$ cat src/rtl/rf_scan_pkg.sv
// Shared defaults, scan state encoding and output reset values for the
// register-file min/max scanner.
package rf_scan_pkg;

  localparam int DEF_DATA_W   = 16;
  localparam int DEF_ADDR_W   = 3;
  localparam int DEF_NUM_REGS = 8;

  typedef enum logic [1:0] {
    IDLE = 2'd0,
    SCAN = 2'd1,
    DONE = 2'd2
  } scan_state_t;

  localparam logic                  RST_READ_EN = 1'b0;
  localparam logic                  RST_BUSY    = 1'b0;
  localparam logic                  RST_VALID   = 1'b0;
  localparam logic [DEF_DATA_W-1:0] RST_DATA    = '0;
  localparam logic [DEF_ADDR_W-1:0] RST_ADDR    = '0;

endpackage

$ cat src/rtl/minmax_update.sv
// Combinational running max/min step: folds one unsigned sample into the held
// extremes. Index tracking is present only when RF_SCAN_INDEX_EN is defined.
module minmax_update #(
  parameter int DATA_W = 16,
  parameter int ADDR_W = 3
) (
  input  logic [DATA_W-1:0] cur_max,
  input  logic [DATA_W-1:0] cur_min,
  input  logic [DATA_W-1:0] sample,
  input  logic              first,
  output logic [DATA_W-1:0] next_max,
  output logic [DATA_W-1:0] next_min
`ifdef RF_SCAN_INDEX_EN
  ,
  input  logic [ADDR_W-1:0] cur_max_idx,
  input  logic [ADDR_W-1:0] cur_min_idx,
  input  logic [ADDR_W-1:0] sample_idx,
  output logic [ADDR_W-1:0] next_max_idx,
  output logic [ADDR_W-1:0] next_min_idx
`endif
);

  // Strict compares so a tie keeps the held value (and its lower index).
  always_comb begin
    next_max = cur_max;
    next_min = cur_min;
`ifdef RF_SCAN_INDEX_EN
    next_max_idx = cur_max_idx;
    next_min_idx = cur_min_idx;
`endif
    if (first) begin
      next_max = sample;
      next_min = sample;
`ifdef RF_SCAN_INDEX_EN
      next_max_idx = sample_idx;
      next_min_idx = sample_idx;
`endif
    end else begin
      if (sample > cur_max) begin
        next_max = sample;
`ifdef RF_SCAN_INDEX_EN
        next_max_idx = sample_idx;
`endif
      end
      if (sample < cur_min) begin
        next_min = sample;
`ifdef RF_SCAN_INDEX_EN
        next_min_idx = sample_idx;
`endif
      end
    end
  end

endmodule

$ cat src/rtl/rf_minmax_scanner.sv
// Sequentially reads every register of the file and reports unsigned Max/Min.
// Define RF_SCAN_INDEX_EN to also report the winning register indices.
module rf_minmax_scanner
  import rf_scan_pkg::*;
#(
  parameter int DATA_W   = DEF_DATA_W,
  parameter int ADDR_W   = DEF_ADDR_W,
  parameter int NUM_REGS = DEF_NUM_REGS
) (
  input  logic              clk,
  input  logic              rst,
  input  logic              Start,
  output logic              ReadEn,
  output logic [ADDR_W-1:0] ReadReg,
  input  logic [DATA_W-1:0] ReadData,
  output logic [DATA_W-1:0] Max,
  output logic [DATA_W-1:0] Min,
  output logic              Busy,
  output logic              Valid
`ifdef RF_SCAN_INDEX_EN
  ,
  output logic [ADDR_W-1:0] MaxIdx,
  output logic [ADDR_W-1:0] MinIdx
`endif
);

  localparam logic [ADDR_W-1:0] LAST_REG = ADDR_W'(NUM_REGS - 1);

  scan_state_t       state;
  logic [DATA_W-1:0] next_max;
  logic [DATA_W-1:0] next_min;
  logic              first;

  assign first = (ReadReg == '0);

`ifdef RF_SCAN_INDEX_EN
  logic [ADDR_W-1:0] next_max_idx;
  logic [ADDR_W-1:0] next_min_idx;
`endif

  minmax_update #(
    .DATA_W (DATA_W),
    .ADDR_W (ADDR_W)
  ) u_update (
    .cur_max      (Max),
    .cur_min      (Min),
    .sample       (ReadData),
    .first        (first),
    .next_max     (next_max),
    .next_min     (next_min)
`ifdef RF_SCAN_INDEX_EN
    ,
    .cur_max_idx  (MaxIdx),
    .cur_min_idx  (MinIdx),
    .sample_idx   (ReadReg),
    .next_max_idx (next_max_idx),
    .next_min_idx (next_min_idx)
`endif
  );

  // Scan FSM: a scan always starts at index 0, so index 0 doubles as the
  // "first sample" flag that seeds Max/Min.
  always_ff @(posedge clk) begin
    if (rst) begin
      state   <= IDLE;
      ReadEn  <= RST_READ_EN;
      ReadReg <= ADDR_W'(RST_ADDR);
      Max     <= DATA_W'(RST_DATA);
      Min     <= DATA_W'(RST_DATA);
      Busy    <= RST_BUSY;
      Valid   <= RST_VALID;
`ifdef RF_SCAN_INDEX_EN
      MaxIdx  <= ADDR_W'(RST_ADDR);
      MinIdx  <= ADDR_W'(RST_ADDR);
`endif
    end else begin
      case (state)
        IDLE, DONE: begin
          if (Start) begin
            state   <= SCAN;
            ReadReg <= '0;
            ReadEn  <= 1'b1;
            Busy    <= 1'b1;
            Valid   <= 1'b0;
          end
        end
        SCAN: begin
          Max <= next_max;
          Min <= next_min;
`ifdef RF_SCAN_INDEX_EN
          MaxIdx <= next_max_idx;
          MinIdx <= next_min_idx;
`endif
          if (ReadReg == LAST_REG) begin
            state  <= DONE;
            ReadEn <= 1'b0;
            Busy   <= 1'b0;
            Valid  <= 1'b1;
          end else begin
            ReadReg <= ReadReg + ADDR_W'(1);
          end
        end
        default: state <= IDLE;
      endcase
    end
  end

endmodule

$ cat config.mk
export PLATFORM = sky130hd
export DESIGN_NAME = rf_minmax_scanner
export DESIGN_NICKNAME = d
export VERILOG_FILES = /design/src/rtl/rf_scan_pkg.sv /design/src/rtl/minmax_update.sv /design/src/rtl/rf_minmax_scanner.sv
export SDC_FILE = /design/constraint.sdc
export NUM_CORES = 1
export LEC_CHECK = 0
export BUFFER_PORTS_ARGS = -buffer_cell sky130_fd_sc_hd__buf_2
export CORE_UTILIZATION = 54
export DETAILED_ROUTE_END_ITERATION = 8
export GPL_ROUTABILITY_DRIVEN = 1
export GPL_TIMING_DRIVEN = 0
export HOLD_SLACK_MARGIN = 0.03
export MAX_ROUTING_LAYER = met4
export PLACE_DENSITY = 0.85
export SETUP_SLACK_MARGIN = 0.3
export SLEW_MARGIN = 20
export SYNTH_ARGS = -nofsm -noshare
export SYNTH_HDL_FRONTEND = slang
export SYNTH_SLANG_ARGS = --single-unit
$ cat constraint.sdc
create_clock -name clk -period 2.7 [get_ports clk]
set_input_delay 0.81 -clock clk [delete_from_list [all_inputs] [get_ports clk]]
set_output_delay 0.81 -clock clk [all_outputs]
set_load 0.05 [all_outputs]
==> summary.md, run 1 <==
| Metric | Value |
|---|---|
| Clk_skew | around 0.0075 ns |
| Gpl congestion | 0.810 |
| Reg-to-Reg Start | ReadReg[0] |
| Part of the power in registers | 0.422 |
| Clk pwr share | 0.261 |
| Cell area power density | ~510 mW/mm2 |
| All-layer global routing usage | 0.239 |
| Hold Startpoint | Max[2] |
| Synth top area share | 0.310 |
| HPWL Detailed | around 4000 um |
| Die width | ~70 um |
| IR drop worst, VDD | roughly 0.00036 V |
| Clk buf depth | 2 |
| Syn avg cell area | approximately 9 um2 |
| Area leader, netlist | dfxtp_1 |
| Clk sinks | 39 |
| Post-synth top cells | 39 x dfxtp_1, 36 x inv_1, 34 x ha_1, 34 x nand2b_1, 32 x mux2i_1 |
| Worst-Skew Late Latency | about 0.30 ns |
| Actual slew at the worst max-slew pin | roughly 0.47 ns |
| Leak pwr | approximately 1.4 nW |
| Reg2Reg Depth | 8 |
| Largest net degree at the start of global routing | 14 |
| Final std cells w/o fill | between 300 and 400 |
| I/O Pins | 57 |
| Internal Power | approximately 0.96 mW |
| Fmax achieved | ~420 MHz |
| Placed inst area | about 0.0029 mm2 |
| Fillers | between 300 and 400 |
| Seq/Total Area, Yosys | 0.310 |
| Most common cell in the netlist | dfxtp_1 |
| Max-Cap Viols | 0 |
| WHS | 0.492 ns |
| Grt ovf | 0 |
| Die H | roughly 70 um |
| CP max FO | 10 |
| Total CTS buffers | 5 |
| CTS tree | built |
| Final Net Count | 390 |
| Final hold vios | 0 |
| Comb pwr share | 0.316 |
| Setup CP Type | in2reg |
| WP data arrival | between 2 and 3 ns |
| Routed wire length | approximately 5500 um |
| CP Data Required Time | 2.92 ns |
| Post-synth cell types | 36 |
| Fin crit share | 0.892 |
| Vias in the first global route | 2,055 |
| Final setup viols | 0 |
| Clock transition at path regs | 0.08 ns |
| DR vias/cell | between 5 and 6 |
| # placed instances | between 300 and 400 |
| Start point of the critical path | ReadData[13] |
| DRT iter0 DRCs | 74 |
| Starting Density | 0.570 |
| DR DRC count | 0 |
| Final antenna-violating net count | 0 |
| Antenna violations before repair | 0 |
| Post-layout min period | 2.41 ns |
| Input/output buffers | between 50 and 60 |
| Syn-to-layout area delta | 19.3% |
| H-tree depth | 2 |
| Number of synthesized flops with an enable pin | 0 |
| Final core utilization | 0.680 |
| Max transition margin | 0.676 |
| Post-Synthesis Cells | approximately 270 |
| Post-synth ARST share | 0 |
| Worst Setup Start Kind | input port |
| Drt first pass iters | 4 |
| RSZ-0062 raised after global routing | no |
| Row count | 24 |
| Finished Cell Area | ~0.003 mm2 |
| Status | completed |
| NetSw | 0.560 mW |
| Dominant cells by area after synthesis | dfxtp_1 31%, ha_1 17%, mux2i_1 13% |
| Total Power | between 1.5 and 2 mW |
| Worst setup path end | Min[8] |
| Root Buffer | clkbuf_8 |
| Switching Fraction | 0.368 |
| Max Slew Vio Count | 0 |
| Leading register cell type out of synthesis | dfxtp_1 |
| Wire per inst | ~14 um |
| YS warnings | 0 |
| Layout cell share with drive strength beyond 1 | 0.269 |
| Worst R2R End | Min[8] |
| Routed via count | around 2,100 |
| First-pass GRT wire length | 9070 um |
| Synthesized area | 0.00252 mm2 |
| Full die area | 0.00494 mm2 |
| Core Box Area | 0.00441 mm2 |
| Worst hold path class | reg2reg |
| Syn nets | about 330 |
| CP endpoint kind | register |
| Number of synthesized register bits | 39 |
| Antenna diodes | 0 |
| R2R Setup Slk | 0.47 ns |
## routing by layer
layer  routed length [um]  up-vias  global-route usage
met5                    0        -                   -
met4                   59        0              0.0756
met3                  274        8              0.0491
met2                 2640       58               0.402
met1                 2530      979               0.284
li1                     -     1042                   -
## sequential cells by signal (all words and copies together), names as in the netlist
signal	count
Min	16
Valid	1
Busy	1
state	2
Max	16
ReadReg	3
## cells by family (layout without fill, tap and decap cells)
| group | after synthesis | after routing | synth area share |
|---|---|---|---|
| and+or+nand+nor | 84 | 84 | 0.213 |
| buffers and inverters | 45 | 111 | 0.0811 |
| DFF | 39 | 39 | 0.310 |
| AOI/OAI and AO/OA | 38 | 38 | 0.0995 |
| adders and majority gates | 34 | 34 | 0.169 |
| muxes | 32 | 32 | 0.127 |
## timing repair
item	in CTS	in global routing
gates cloned	0	0
buffers inserted	2	1
pin swaps	1	3
endpoints found under the setup margin	10	11
resized for setup	0	5
hold buffers	0	0
## placed cells by master (no fill, tap or decap), types with 2 or more instances in the layout
master and n:
buf_2 55, dfxtp_1 39, inv_1 36, nand2b_1 34, ha_1 34, mux2i_1 32
a21oi_1 16, or2b_2 13, nand2_1 9, nor2_1 8, or2b_1 6, o21ai_0 6
clkbuf_1 5, clkbuf_8 5, nor3_1 4, a21o_1 4, buf_4 4, nor3b_1 3
buf_6 2, o21a_1 2, clkinvlp_4 2
## power by group through the flow
stage	Sequential (mW)	Combinational, mW	Clock, mW
floorplan	0.779	0.224	0
global placement	0.654	0.450	0
detailed placement	0.656	0.462	0
CTS	0.643	0.470	0.404
global route	0.649	0.522	0.433
finish	0.643	0.482	0.398
## final cells by class
| class | count | area, um2 | area share |
|---|---|---|---|
| inverter | 36 | 135 | 0.0450 |
| clock inverter | 3 | 20.0 | 0.00667 |
| timing repair buffer | 58 | 298 | 0.0992 |
| clock buffer | 5 | 68.8 | 0.0229 |
| multi-input combinational | 188 | 1570 | 0.522 |
| buffer | 9 | 68.8 | 0.0229 |
| sequential | 39 | 781 | 0.260 |
| tap | 52 | 65.1 | 0.0217 |
## metrics by stage
stage | setup WS (ns) | TNS [ns]
final | 0.292 | 0
after detailed placement | -0.115 | -0.739
after floorplan | 0.315 | 0
after CTS | 0.336 | 0
after global placement | -0.0584 | -0.452
after global routing | 0.193 | 0
## worst min path at each step
stage | to | slack, ns | cells past startpoint
final | Max[2] | 0.49 | 2
after CTS | Max[2] | 0.49 | 2
after global placement | Valid | 0.47 | 2
after global routing | Min[15] | 0.52 | 2
after floorplan | Valid | 0.49 | 2
after detailed placement | Max[2] | 0.48 | 2
## critical path: stages
cell and delay [ns]:
buf_2 0.12, ha_1 0.30, nand2_1 0.08, nor3_1 0.34, nand3_1 0.19, o21ai_4 0.35
buf_6 0.24, mux2i_1 0.20
Power figures use the tool's default switching activity.
==> inputs of run 2 (changes only) <==
--- a/config.mk
+++ b/config.mk
@@ -5,6 +5,7 @@
 export SDC_FILE = /design/constraint.sdc
 export NUM_CORES = 1
 export LEC_CHECK = 0
+export ABC_AREA = 1
 export BUFFER_PORTS_ARGS = -buffer_cell sky130_fd_sc_hd__buf_2
 export CORE_UTILIZATION = 54
 export DETAILED_ROUTE_END_ITERATION = 8
==> run 2 against run 1 <==
  * First-iteration DRC count increased by 120%
  * Cell count increased by 23%
  * Clock skew about the same
  * Clock power increased by 46%
  * Routed wire length increased by 15%
  * Fmax increased by 12%
  * Highest routed layer unchanged
  * Die area unchanged
  * Hold slack improved by 0.0014 ns
  * Power increased by 24%
  * Critical path depth increased by 5
  * Combinational power increased by 32%
  * Non-clock buffer count increased by 6
==> summary.md, run 2 <==
| Metric | Value |
|---|---|
| CP max FO | 10 (unchanged) |
| RSZ-0062 raised after global routing | no (unchanged) |
| Worst hold path class | reg2reg (unchanged) |
| Synth top area share | 0.310 (unchanged) |
| Clk buf depth | 2 (unchanged) |
| Routed wire length | 6320 um (was 5500 um) |
| Top delay family on crit path | simple AND/OR/NAND/NOR gates (unchanged) |
| Post-synth top cells | 67 x nand2_1, 60 x inv_1, 48 x a21oi_1, 43 x nor2_1, 39 x dfxtp_1 (was 39 x dfxtp_1, 36 x inv_1, 34 x ha_1, 34 x nand2b_1, 32 x mux2i_1) |
| Final setup viols | 0 (unchanged) |
| Layout cell share with drive strength beyond 1 | 0.191 (was 0.269) |
| Root Buffer | clkbuf_8 (unchanged) |
| DRT iter0 DRCs | 166 (was 74) |
| Start point of the critical path | ReadData[5] (was ReadData[13]) |
| Full die area | 0.00494 mm2 (unchanged) |
| Wire per inst | 13.1 um (was 14.1 um) |
| Fmax achieved | 465 MHz (was 415 MHz) |
| Grt ovf | 0 (unchanged) |
| Antenna diodes | 0 (unchanged) |
| Part of the power in registers | 0.353 (was 0.422) |
| Reg2Reg Depth | 13 (was 8) |
| Vias in the first global route | 2,464 (was 2,055) |
| Leak pwr | 1.60 nW (was 1.43 nW) |
| Seq/Total Area, Yosys | 0.310 (unchanged) |
| Reg-to-Reg Start | Min[5] (was ReadReg[0]) |
| Leading register cell type out of synthesis | dfxtp_1 (unchanged) |
| Dominant cells by area after synthesis | dfxtp_1 31%, ha_1 17%, nand2_1 10% (was dfxtp_1 31%, ha_1 17%, mux2i_1 13%) |
| Final std cells w/o fill | 481 (was 390) |
| Worst path most repeated cell | nand2_1 |
| Routed via count | 2,557 (was 2,087) |
| Most frequent cells in the layout | 67 x nand2_1, 63 x buf_2, 60 x inv_1, 48 x a21oi_1, 43 x nor2_1 (was 55 x buf_2, 39 x dfxtp_1, 36 x inv_1, 34 x nand2b_1, 34 x ha_1) |
| CTS tree | built (unchanged) |
| Switching Fraction | 0.368 (about the same) |
| Antenna violations before repair | 0 (unchanged) |
| Crit-path slowest cell | ha_1 (was o21ai_4) |
| Number of synthesized register bits | 39 (unchanged) |
| Comb pwr share | 0.338 (was 0.316) |
| Status | completed (unchanged) |
| Most common cell after layout, fill and taps aside | nand2_1 (was buf_2) |
| Critical path's largest stage delay | 0.31 ns (was 0.35 ns) |
| Number of synthesized flops with an enable pin | 0 (unchanged) |
| Worst-Skew Late Latency | 0.30 ns (about the same) |
| Total Power | 1.89 mW (was 1.52 mW) |
| Worst Setup Start Kind | input port (unchanged) |
| YS warnings | 0 (unchanged) |
| Post-synth ARST share | 0 (unchanged) |
| Area leader, netlist | dfxtp_1 (unchanged) |
| Max transition margin | 0.667 (was 0.676) |
| Min setup slack post-route | 0.549 ns (was 0.292 ns) |
| Post-layout min period | 2.15 ns (was 2.41 ns) |
| IR drop worst, VDD | 0.000367 V (was 0.000359 V) |
| Syn-to-layout area delta | 19.0% (was 19.3%) |
| Max Slew Vio Count | 0 (unchanged) |
| WHS | 0.494 ns (was 0.492 ns) |
| Largest registers | Max: 16 flops, Min: 16 flops, ReadReg: 3 flops (unchanged) |
| Clock transition at path regs | 0.08 ns (about the same) |
| Post-Synthesis Cells | 365 (was 272) |
| Synthesized area | 0.00252 mm2 (unchanged) |
| Post_cts resized | 0 (unchanged) |
| Clk sinks | 39 (unchanged) |
| Placed inst area | 0.00286 mm2 (about the same) |
| Setup tns final | 0 ns (unchanged) |
| Syn nets | 418 (was 325) |
| Largest net degree at the start of global routing | 13 (was 14) |
| Drt first pass iters | 4 (unchanged) |
| Worst R2R End | Min[12] (was Min[8]) |
| Fin crit share | 0.797 (was 0.892) |
| DR DRC count | 0 (unchanged) |
| Setup bufs post-CTS | 0 (was 2) |
| Gpl congestion | 0.915 (was 0.810) |
| Fillers | 392 (was 343) |
| DR vias/cell | 5.32 (was 5.35) |
| Starting Density | 0.570 (unchanged) |
| DP Worst Slack | 0.311 ns (was -0.115 ns) |
| Core Box Area | 0.00441 mm2 (unchanged) |
| CP cell instances | buf_2 -> ha_1 -> a21oi_1 -> nor2_1 -> nor3_1 -> nand2_1 -> nand2_1 -> nand2_2 -> nand2_4 -> buf_6 -> nand3_1 -> nand2_1 -> nor2_1 (was buf_2 -> ha_1 -> nand2_1 -> nor3_1 -> nand3_1 -> o21ai_4 -> buf_6 -> mux2i_1) |
| First-pass GRT wire length | 10,800 um (was 9070 um) |
| CP Data Required Time | 2.89 ns (was 2.92 ns) |
| WP data arrival | 2.34 ns (was 2.63 ns) |
| Total CTS buffers | 5 (unchanged) |
| Post-synth cell types | 22 (was 36) |
| H-tree depth | 2 (unchanged) |
| Clk pwr share | 0.309 (was 0.261) |
| WP depth | 13 (was 8) |
| HPWL Detailed | 4620 um (was 4100 um) |
| Worst setup path end | Min[12] (was Min[8]) |
| All-layer global routing usage | 0.277 (was 0.239) |
| CTS Hold Bufs | 0 (unchanged) |
| # placed instances | 473 (was 379) |
| Final Net Count | 481 (was 390) |
| R2R Setup Slk | 0.82 ns (was 0.47 ns) |
| Actual slew at the worst max-slew pin | 0.499 ns (was 0.474 ns) |
| NetSw | 0.695 mW (was 0.560 mW) |
| Hold Startpoint | Valid (was Max[2]) |
| I/O Pins | 57 (unchanged) |
| Final core utilization | 0.678 (was 0.680) |
| Input/output buffers | 56 (was 55) |
| Max-Cap Viols | 0 (unchanged) |
| Syn avg cell area | 6.89 um2 (was 9.25 um2) |
| Number of buffers and inverters on the critical path | 2 (unchanged) |
| Die width | 70.3 um (unchanged) |
| Setup CP Type | in2reg (unchanged) |
| Clk_skew | 0.00801 ns (was 0.00751 ns) |
| Final antenna-violating net count | 0 (unchanged) |
| Die H | 70.3 um (unchanged) |
| Final hold vios | 0 (unchanged) |
| Cell area power density | 631 mW/mm2 (was 507 mW/mm2) |
| Internal Power | 1.19 mW (was 0.963 mW) |
| Most common cell in the netlist | nand2_1 (was dfxtp_1) |
| Row count | 24 (unchanged) |
| CP endpoint kind | register (unchanged) |
| Finished Cell Area | 0.00299 mm2 (was 0.00300 mm2) |
==> run 2: cell count changes after synthesis, sizes merged, moves of 10 or more <==
| cell | before | now |
|---|---|---|
| nand2 | 9 | 70 |
| mux2i | 32 | 0 |
| nand3 | 1 | 38 |
| inv | 36 | 61 |
| buf | 4 | 14 |
| nand2b | 34 | 0 |
| or2b | 19 | 0 |
| a21oi | 16 | 48 |
| nor2 | 8 | 43 |
==> run 2: logic make-up after synthesis <==
group | share of synthesized area
buf+inv | 0.141
simple gates | 0.262
flops | 0.310
fa+ha+maj | 0.169
compound gates | 0.118
==> run 2: power by group through the flow <==
stage	logic (mW)	registers, mW	clock network, mW
after global routing	0.705	0.673	0.610
after global placement	0.613	0.677	0
after detailed placement	0.629	0.679	0
after CTS	0.636	0.666	0.589
final	0.638	0.667	0.583
after floorplan	0.307	0.848	0
==> run 2: cell type report <==
class,count,area [um2],share of cell area
sequential,39,781,0.261
tap,52,65.1,0.0217
clock buffer,6,72.6,0.0242
multi-input combinational,247,1380,0.461
buffer,17,121,0.0405
inverter,62,233,0.0777
clock inverter,2,60.1,0.0201
timing repair buffer,56,280,0.0936
==> run 2: how the worst min path moves through the flow <==
stage | end | slack [ns] | cells after the start
2_1_floorplan | state[1] | 0.47 | 2
3_3_place_gp | Valid | 0.46 | 2
3_5_place_dp | Valid | 0.49 | 2
4_1_cts | Valid | 0.50 | 2
5_1_grt | Valid | 0.53 | 2
6_report | Valid | 0.49 | 2
==> run 2: tightest hold or removal path, cell delays in order (launching register included) <==
cell     delay [ns]
dfxtp_1        0.32
o21ai_0        0.07
a21oi_1        0.06
==> run 2: routing by layer <==
metal,track usage,wire length (um),vias up
li1,-,-,1287
met4,0.102,143,0
met1,0.332,2770,1174
met5,-,0,-
met3,0.0491,335,16
met2,0.463,3070,80
